===== src/rtl/squeeze_rd_pkg.sv =====
// Shared types and defaults for the squeeze-kernel RAM read-window sequencer.
package squeeze_rd_pkg;
    localparam int DEF_ADDR_W = 11;
    localparam int DEF_SEG_W  = 6;
    localparam int DEF_KER_W  = 6;
    localparam int DEF_DIM_W  = 7;
    localparam int DEF_REP_W  = 16;

    localparam logic MODE_FIRE = 1'b0;
    localparam logic MODE_CONV = 1'b1;

    typedef enum logic [1:0] {IDLE, LOAD, ISSUE, DONE} state_t;
endpackage


===== src/rtl/sq_wrap_counter.sv =====
// Loop counter that steps 0..limit and wraps; wrap flags the last value.
module sq_wrap_counter #(
    parameter int W = 6
) (
    input  logic         clk,
    input  logic         rst,
    input  logic         clear,
    input  logic         inc,
    input  logic [W-1:0] limit,
    output logic [W-1:0] value,
    output logic         wrap
);
    assign wrap = (value == limit);

    always_ff @(posedge clk or posedge rst) begin
        if (rst)
            value <= '0;
        else if (clear)
            value <= '0;
        else if (inc)
            value <= wrap ? '0 : value + W'(1);
    end
endmodule


===== src/rtl/squeeze_rd_window_seq.sv =====
// Read-window sequencer: walks column/kernel/row loops and hands one
// registered address window per column to the RAM read controller.
module squeeze_rd_window_seq
    import squeeze_rd_pkg::*;
#(
    parameter int ADDR_W = DEF_ADDR_W,
    parameter int SEG_W  = DEF_SEG_W,
    parameter int KER_W  = DEF_KER_W,
    parameter int DIM_W  = DEF_DIM_W,
    parameter int REP_W  = DEF_REP_W
) (
    input  logic              clk_i,
    input  logic              rst_i,
    input  logic              start_i,
    input  logic              mode_i,
    input  logic [ADDR_W-1:0] base_addr_i,
    input  logic [SEG_W-1:0]  seg_len_i,
    input  logic [KER_W-1:0]  num_ker_i,
    input  logic [DIM_W-1:0]  dim_i,
    input  logic [REP_W-1:0]  tot_rep_i,
    output logic              win_valid_o,
    input  logic              win_ready_i,
    output logic [ADDR_W-1:0] win_start_o,
    output logic [ADDR_W-1:0] win_end_o,
    output logic              ker_done_o,
    output logic              row_done_o,
    output logic              done_o,
    output logic              busy_o,
    output logic              cfg_err_o
);
    localparam int CW = ADDR_W + SEG_W + KER_W + 1;
    localparam int WW = ADDR_W + 1;

    state_t state, state_nxt;

    logic              mode_r;
    logic [ADDR_W-1:0] base_r;
    logic [SEG_W-1:0]  seg_r;
    logic [KER_W-1:0]  nker_r;
    logic [DIM_W-1:0]  dim_r;
    logic [REP_W-1:0]  rep_r;

    // Last address touched by the final kernel, wide enough to never overflow.
    logic [CW-1:0] last_addr;
    logic          cfg_ok;
    assign last_addr = CW'(base_addr_i) + CW'(num_ker_i) * CW'(seg_len_i)
                     + CW'(seg_len_i) - CW'(1);
    assign cfg_ok = (seg_len_i != '0) && (last_addr <= CW'((1 << ADDR_W) - 1));

    logic acc, col_w, ker_w, row_w, rep_w, fin, fire;
    logic [DIM_W-1:0] col_v, row_v;
    logic [KER_W-1:0] ker_v, ker_nxt, win_ker;
    logic [REP_W-1:0] rep_v;

    assign fire = (mode_r == MODE_FIRE);
    assign acc  = (state == ISSUE) && win_ready_i && !start_i;
    assign fin  = acc && col_w && (fire ? (ker_w && row_w) : rep_w);

    sq_wrap_counter #(.W(DIM_W)) u_col (
        .clk(clk_i), .rst(rst_i), .clear(start_i), .inc(acc),
        .limit(dim_r), .value(col_v), .wrap(col_w));

    sq_wrap_counter #(.W(KER_W)) u_ker (
        .clk(clk_i), .rst(rst_i), .clear(start_i), .inc(acc && col_w),
        .limit(nker_r), .value(ker_v), .wrap(ker_w));

    sq_wrap_counter #(.W(DIM_W)) u_row (
        .clk(clk_i), .rst(rst_i), .clear(start_i), .inc(acc && col_w && ker_w && fire),
        .limit(dim_r), .value(row_v), .wrap(row_w));

    sq_wrap_counter #(.W(REP_W)) u_rep (
        .clk(clk_i), .rst(rst_i), .clear(start_i), .inc(acc && col_w && !fire),
        .limit(rep_r), .value(rep_v), .wrap(rep_w));

    // Window for the kernel that will be current after this cycle's update.
    logic [WW-1:0] nxt_start, nxt_end;
    assign ker_nxt   = ker_w ? '0 : ker_v + KER_W'(1);
    assign win_ker   = (state == ISSUE) ? ker_nxt : '0;
    assign nxt_start = WW'(base_r) + WW'(CW'(win_ker) * CW'(seg_r));
    assign nxt_end   = nxt_start + WW'(seg_r) - WW'(1);

    logic unused_bits;
    assign unused_bits = ^{col_v, row_v, rep_v, nxt_start[ADDR_W], nxt_end[ADDR_W]};

    always_ff @(posedge clk_i or posedge rst_i) begin
        if (rst_i) begin
            state <= IDLE;
        end else begin
            state <= state_nxt;
        end
    end

    always_comb begin
        state_nxt = state;
        case (state)
            IDLE:    state_nxt = IDLE;
            LOAD:    state_nxt = ISSUE;
            ISSUE:   if (fin) state_nxt = DONE;
            DONE:    state_nxt = IDLE;
            default: state_nxt = IDLE;
        endcase
        // A start from any state restarts (or rejects) the sequence.
        if (start_i)
            state_nxt = cfg_ok ? LOAD : IDLE;
    end

    always_ff @(posedge clk_i or posedge rst_i) begin
        if (rst_i) begin
            mode_r <= MODE_FIRE;
            base_r <= '0;
            seg_r  <= '0;
            nker_r <= '0;
            dim_r  <= '0;
            rep_r  <= '0;
        end else if (start_i) begin
            mode_r <= mode_i;
            base_r <= base_addr_i;
            seg_r  <= seg_len_i;
            nker_r <= num_ker_i;
            dim_r  <= dim_i;
            rep_r  <= tot_rep_i;
        end
    end

    always_ff @(posedge clk_i or posedge rst_i) begin
        if (rst_i) begin
            win_start_o <= '0;
            win_end_o   <= '0;
        end else if (!start_i && (state == LOAD || (acc && col_w))) begin
            win_start_o <= nxt_start[ADDR_W-1:0];
            win_end_o   <= nxt_end[ADDR_W-1:0];
        end
    end

    always_ff @(posedge clk_i or posedge rst_i) begin
        if (rst_i) begin
            ker_done_o <= 1'b0;
            row_done_o <= 1'b0;
            cfg_err_o  <= 1'b0;
        end else begin
            ker_done_o <= acc && col_w;
            row_done_o <= acc && col_w && ker_w && fire;
            cfg_err_o  <= start_i && !cfg_ok;
        end
    end

    assign win_valid_o = (state == ISSUE);
    assign busy_o      = (state != IDLE);
    assign done_o      = (state == DONE);
endmodule

===== config.mk =====
export PLATFORM = sky130hd
export DESIGN_NAME = squeeze_rd_window_seq
export DESIGN_NICKNAME = d
export VERILOG_FILES = /design/src/rtl/squeeze_rd_pkg.sv /design/src/rtl/sq_wrap_counter.sv /design/src/rtl/squeeze_rd_window_seq.sv
export SDC_FILE = /design/constraint.sdc
export NUM_CORES = 1
export LEC_CHECK = 0
export CAP_MARGIN = 20
export CORE_MARGIN = 10
export CORE_UTILIZATION = 54
export CTS_CLUSTER_DIAMETER = 50
export DETAILED_ROUTE_END_ITERATION = 6
export PLACE_DENSITY = 0.82
export SLEW_MARGIN = 15
export SYNTH_ARGS = -nofsm -noshare
export SYNTH_HDL_FRONTEND = slang
export SYNTH_SLANG_ARGS = --single-unit

===== constraint.sdc =====
create_clock -name clk_i -period 6.5 [get_ports clk_i]
set_input_delay 1.3 -clock clk_i [delete_from_list [all_inputs] [get_ports clk_i]]
set_output_delay 1.3 -clock clk_i [all_outputs]
set_load 0.005 [all_outputs]

==> After elaboration in Yosys (flattened, before gate mapping) <==
Index checks and enable logic that the tools add are counted.
{ "totals": {"regBits": 110, "input_bits": 51, "output_inout_bits": 28, "elab_cells": 78} }
{ "op_classes": {"n_addsub": 10, "n_mul": 2, "magnitude_cmp": 1, "n_eq_ne": 8, "n_mux": 18, "n_bitwise": 1, "n_reduce_logical": 22} }
{ "ops": {"columns": ["cell", "n"], "rows": [
  ["two-way mux 16 bit", 3],
  ["two-way mux 7 bit", 6],
  ["<= comparator 24 x 11 -> 1 bit, second input constant", 1],
  ["two-way mux 6 bit", 4],
  ["adder 16 x 1 -> 16 bit, second input constant", 1],
  ["equality test 16 bit", 1],
  ["subtractor 14 x 1 -> 15 bit, second input constant", 1],
  ["adder 13 x 6 -> 14 bit", 1],
  ["adder 7 x 1 -> 7 bit, second input constant", 2],
  ["equality test 7 bit", 2],
  ["adder 11 x 12 -> 13 bit", 1],
  ["multiplier 6 x 6 -> 12 bit", 1],
  ["adder 11 bit", 1],
  ["adder 11 x 6 -> 11 bit", 1],
  ["logical AND 1 bit", 11],
  ["multiplier 6 x 6 -> 11 bit", 1],
  ["subtractor 11 x 1 -> 11 bit, second input constant", 1],
  ["nonzero test 2 bit", 5],
  ["adder 6 x 1 -> 6 bit, second input constant", 1],
  ["equality test 6 bit", 1],
  ["case mux 2 bit (3 select lines)", 1],
  ["nonzero test 6 bit", 1],
  ["equality test 2 bit, second input constant", 2],
  ["two-way mux 2 bit", 2],
  ["other kinds (8)", 10]
]} }

==> Logic depth before layout (Yosys ltp) <==
{ "depth": {"depth_word": 8, "mapped_depth": 27, "ltp_nobuf": 25} }

==> Cells and area by module <==
A second synthesis with hierarchy kept.
{ "unflattened": {"cells_unflattened": 915, "hier_area_um2": 9248.9} }
{ "by_module_without_submodules": {"columns": ["mod", "n_inst", "cells_per_inst", "area_per_inst_um2", "seq_area_each_um2"], "rows": [
  ["squeeze_rd_window_seq", 1, 665, 6641.4, 1851.8],
  ["sq_wrap_counter at u_rep", 1, 107, 1127.3, 400.4],
  ["sq_wrap_counter at u_col ...", 2, 49, 523.0, 175.2],
  ["sq_wrap_counter at u_ker", 1, 45, 434.2, 150.1]
]} }

==> Worst setup path before layout <==
No wires, ideal clock.
{ "synth_timing": {"kind": "register to register", "start": "register u_ker.value[1]", "end": "register win_end_o[10]", "setup_ns": 0.133, "arrival_ns": 6.487, "t_required_ns": 6.367, "path_slack_ns": -0.120, "stages_incl_launch_ff": 25, "path_buffers": 1, "period_less_slack_ns": 6.620, "path_cell_list": "dfrtp_1 -> xor2_1 -> nor4_2 -> nand2_1 -> nand2_1 -> clkbuf_1 -> nor3_1 -> fa_1 -> inv_1 -> fa_1 -> inv_1 -> fa_1 -> fa_1 -> ha_1 -> and3_1 -> a21oi_1 -> nand4_1 -> and2b_1 -> ha_1 -> nor2_1 -> nor2_1 -> o41ai_1 -> or4_4 -> a2111oi_4 -> a211oi_2"} }
{ "synth_between": {"elab_chain_len": 7, "word_cells_on_any_way": 8, "cone_classes": "add/sub (4); mul (1); eq/ne (1); mux (2)"} }
{ "synth_rtl": {"columns": ["item", "line_no", "rtl"], "rows": [
  ["start, declared", "sq_wrap_counter.sv:10", "output logic [W-1:0] value,"],
  ["start signal, assigned", "sq_wrap_counter.sv:21", "value <= wrap ? '0 : value + W'(1);"],
  ["adder 6 x 1 -> 6 bit or equality test 6 bit (tied branches)", "squeeze_rd_window_seq.sv:77, sq_wrap_counter.sv:13", null],
  ["two-way mux 6 bit (*)", "squeeze_rd_window_seq.sv:77", "assign ker_nxt = ker_w ? '0 : ker_v + KER_W'(1);"],
  ["two-way mux 6 bit (*)", "squeeze_rd_window_seq.sv:78", "assign win_ker = (state == ISSUE) ? ker_nxt : '0;"],
  ["multiplier 6 x 6 -> 11 bit (*)", "squeeze_rd_window_seq.sv:79", "assign nxt_start = WW'(base_r) + WW'(CW'(win_ker) * CW'(seg_r));"],
  ["adder 11 bit (*)", "squeeze_rd_window_seq.sv:79", null],
  ["adder 11 x 6 -> 11 bit (*)", "squeeze_rd_window_seq.sv:80", "assign nxt_end = nxt_start + WW'(seg_r) - WW'(1);"],
  ["subtractor 11 x 1 -> 11 bit (*)", "squeeze_rd_window_seq.sv:80", null],
  ["end signal, assigned", "squeeze_rd_window_seq.sv:131", "win_end_o <= nxt_end[ADDR_W-1:0];"],
  ["end, declared", "squeeze_rd_window_seq.sv:24", "output logic [ADDR_W-1:0] win_end_o,"]
]} }
Mark *: on every way between the ends. The rest lies on a longest branch, timed or not.
A chain may end at the register's enable or synchronous reset.

==> Final worst setup path <==
Same ends and word-level chain as after synthesis.

==> metrics.md <==
| Metric | Value |
|---|---|
| Mapped cell area | 8870 um^2 |
| Row count | 46 |
| Synth Area in Compound Gates | 10.6% |
| Cts bufs inserted | 9 |
| Layout cells sized above 1 | under 10% |
| Gate Count Post-Synth | 938 |
| CTS tree | yes |
| Crit-path max FO | 5 |
| Hold endpoint | win_start_o[3]$_DFFE_PP0P_ |
| Detailed Routing Iterations Pass 1 | 5 |
| Total Routing Usage GR | 19.2% |
| Clock Latency Late Sink | 0.36 ns |
| Largest family of logic cells by synthesized area | adder cells |
| Final wirelength | 20.5 mm |
| First-pass GRT wire length | between 30 and 40 mm |
| Ys flop type | dfrtp_1 |
| Syn avg cell area | about 9.5 um^2 |
| Number of synthesized flops with an enable pin | 0 |
| Simple-gate share of the synthesized area | ~16% |
| Min Clock Period, post-route | 6.29 ns |
| Yosys warning count | 0 |
| VDD IR-drop max | 0.000163 V |
| Top sig layer | met4 |
| Synth top area share | between 30% and 40% |
| Sequential area share after synthesis | 31.0% |
| Pleak | between 4 and 5 nW |
| Final Hold Vio Count | 0 |
| Reg2Reg Launch Point | u_ker.value[1]$_DFFE_PP0P_ |
| CP required | 6.77 ns |
| Via count | ~6.9k |
| Setup TNS | 0 ns |
| Chip height | 148 um |
| Post-Synth XOR/XNOR Area | 6.42% |
| M1 wire length | 8.62 mm |
| Initial Util | ~55% |
| Filler cells | roughly 1.3k |
| Max cap viols | 0 |
| CTS max path bufs | 2 |
| Vias in the first global route | 7313 |
| Antenna Cells | 0 |
| Reg2Reg Depth | 24 |
| Ys async rst share | 100% |
| Post-synth top cells | inv_1, dfrtp_1, nand2_1 |
| Critical path arrival | 6.55 ns |
| Largest net degree at the start of global routing | 70 |
| Final slew viol count | 0 |
| H-tree Lvls | 3 |
| Die ar. | about 22000 um^2 |
| Post-Syn Nets | 1127 |
| Area Overhead vs Synth | 17.0% |
| Wire per inst | 16.5 um |
| CTS sink cnt | 110 |
| Outcome | completed |
| Die W | about 150 um |
| Met3 wire len | 931 um |
| FF-to-FF setup slack | about 0.21 ns |
| Skew final | 0.0107 ns |
| Core footprint | about 16000 um^2 |
| Final setup violation count | 0 |
| Mux share of post-synthesis cell area | 4.94% |
| Slew @ Worst Pin | ~1.0 ns |
| Most frequent cell after synthesis | inv_1 |
| Hold Crit Class | reg -> reg |
| Critical path type | reg -> reg |
| Remaining DRCs | 0 |
| Reg clk slew, reported paths | 0.08 ns |
| Crit. End Element | flop |
| Final GP Congestion | approximately 0.88 |
| Yosys reg bits | 110 |
| Yosys top cell by area | dfrtp_1 |
| FF-to-FF End | win_end_o[10]$_DFFE_PP0P_ |
| IO Port Bufs | 78 |
| Pwr/cell area | 269 nW/um^2 |
| Avg Vias per Cell | 5.51 |
| WHS Path Cells | 2 |
| Hold Slack | about 0.48 ns |
| Fmax achieved | 159 MHz |
| Critical Path Start Type | flop |
| Slew Limit Headroom | 31.1% |
| Final period util | between 90% and 100% |
| Initial DRC count | 462 |
| Post-DP HPWL | 15.9 mm |
| Grt ovf | 0 |
| Adder-Cell Fraction of Synth Area | between 20% and 30% |
| Final ANT Viol Nets | 0 |
| Top post-synthesis cells by area | dfrtp_1, fa_1, ha_1, inv_1, mux2_2 |
| Antenna violations before repair | 0 |
| Yosys cell types | 61 |
| Hold_sp | win_start_o[3]$_DFFE_PP0P_ |
| Metal2 WL | 10.5 mm |
| Clock Root Buffer | clkbuf_16 |
| Final net count | about 1.2k |
| Ports | 79 |
## layout make-up
type | count | area [um^2] | share of cell area, %
clock inverter | 5 | 63.8 | 0.615
clock buffer | 10 | 239 | 2.30
tap | 216 | 270 | 2.60
timing repair buffer | 98 | 926 | 8.92
multi-input combinational | 671 | 5610 | 54.0
inverter | 138 | 520 | 5.01
sequential | 110 | 2750 | 26.5
## timing repair
action,in CTS,in global routing
endpoints found under the setup margin,0,2
setup buffers,0,4
hold buffers,0,0
gates resized for setup,0,8
## cells in the final DEF, fill, tap and decap left out, types with 6 or more instances in the layout
cell type / n
fa_1: 60
o21ai_0: 56
ha_1: 74
nand4_1: 6
buf_4: 20
or3_1: 8
mux2_2: 38
a21oi_1: 30
xnor2_1: 24
clkdlybuf4s50_1: 77
nor3_1: 31
o31ai_1: 10
nor2b_1: 7
inv_1: 136
dfrtp_1: 110
nor2_1: 46
clkbuf_16: 9
xor2_1: 39
nand2_1: 82
nand3_1: 31
and3_1: 22
a21o_1: 6
and2_1: 24
## per-layer routing
| metal | vias up | global-route usage, % |
|---|---|---|
| met4 | 0 | 5.60 |
| met1 | 3363 | 22.9 |
| li1 | 3306 | - |
| met2 | 177 | 34.2 |
| met5 | - | 0 |
| met3 | 34 | 3.73 |
## report_power, final
part           switching, mW  internal, mW
Combinational          0.743         0.620
Sequential            0.0689         0.789
Clock                  0.264         0.312
Total                   1.08          1.72
## through the flow
stage          util (%)  total power [mW]  setup slack, ns  area, um^2  instances
2_1_floorplan         -              1.74           0.0209        8910        938
3_3_place_gp       62.5              2.14           0.0201       10000       1229
3_5_place_dp       62.5              2.20          -0.0853       10000       1229
4_1_cts            64.4              2.79           0.0572       10300       1244
5_1_grt            64.9              3.03          -0.0304       10400       1248
6_report           64.9              2.80            0.213       10400       1248
## sequential cells by signal, summed over array words and instances, names as in the netlist
signal and cells:
mode_r 1, u_row.value 7, base_r 11, u_rep.value 16
win_start_o 11, cfg_err_o 1, rep_r 16, state 2
nker_r 6, ker_done_o 1, win_end_o 11, u_col.value 7
dim_r 7, row_done_o 1, u_ker.value 6, seg_r 6
## kinds of logic after synthesis
logic type,Yosys count
fa+ha+maj,138
compound gates,145
simple gates,284
buf+inv,157
xor+xnor,65
flops,110
mux,39
## worst max-delay path: stages, from the launching register on
cell	delay (ns)
dfrtp_1	0.43
xor2_1	0.19
nor4_2	0.39
buf_4	0.18
a21oi_1	0.08
buf_4	0.15
and3_1	0.20
fa_1	0.48
ha_1	0.30
ha_1	0.33
fa_1	0.49
ha_1	0.37
and2b_1	0.20
o21ai_0	0.17
nand2b_1	0.09
xnor2_1	0.22
ha_1	0.19
inv_1	0.04
ha_1	0.35
nor3_1	0.10
nor2_1	0.15
o41ai_2	0.11
or4_4	0.56
and3_1	0.21
a211oi_2	0.21
## how the worst max path moves through the flow
stage                                from                         to  slack [ns]  cells past startpoint
2_1_floorplan  u_ker.value[0]$_DFFE_PP0P_  win_end_o[10]$_DFFE_PP0P_        0.02                     25
3_3_place_gp                 num_ker_i[3]       state[0]$_DFFE_PP0P_        0.02                     16
3_5_place_dp                 num_ker_i[3]       state[0]$_DFFE_PP0P_       -0.09                     18
4_1_cts        u_ker.value[0]$_DFFE_PP0P_  win_end_o[10]$_DFFE_PP0P_        0.06                     23
5_1_grt        u_ker.value[1]$_DFFE_PP0P_  win_end_o[10]$_DFFE_PP0P_       -0.03                     23
6_report       u_ker.value[1]$_DFFE_PP0P_  win_end_o[10]$_DFFE_PP0P_        0.21                     24
(Power assumes the default switching activity.)
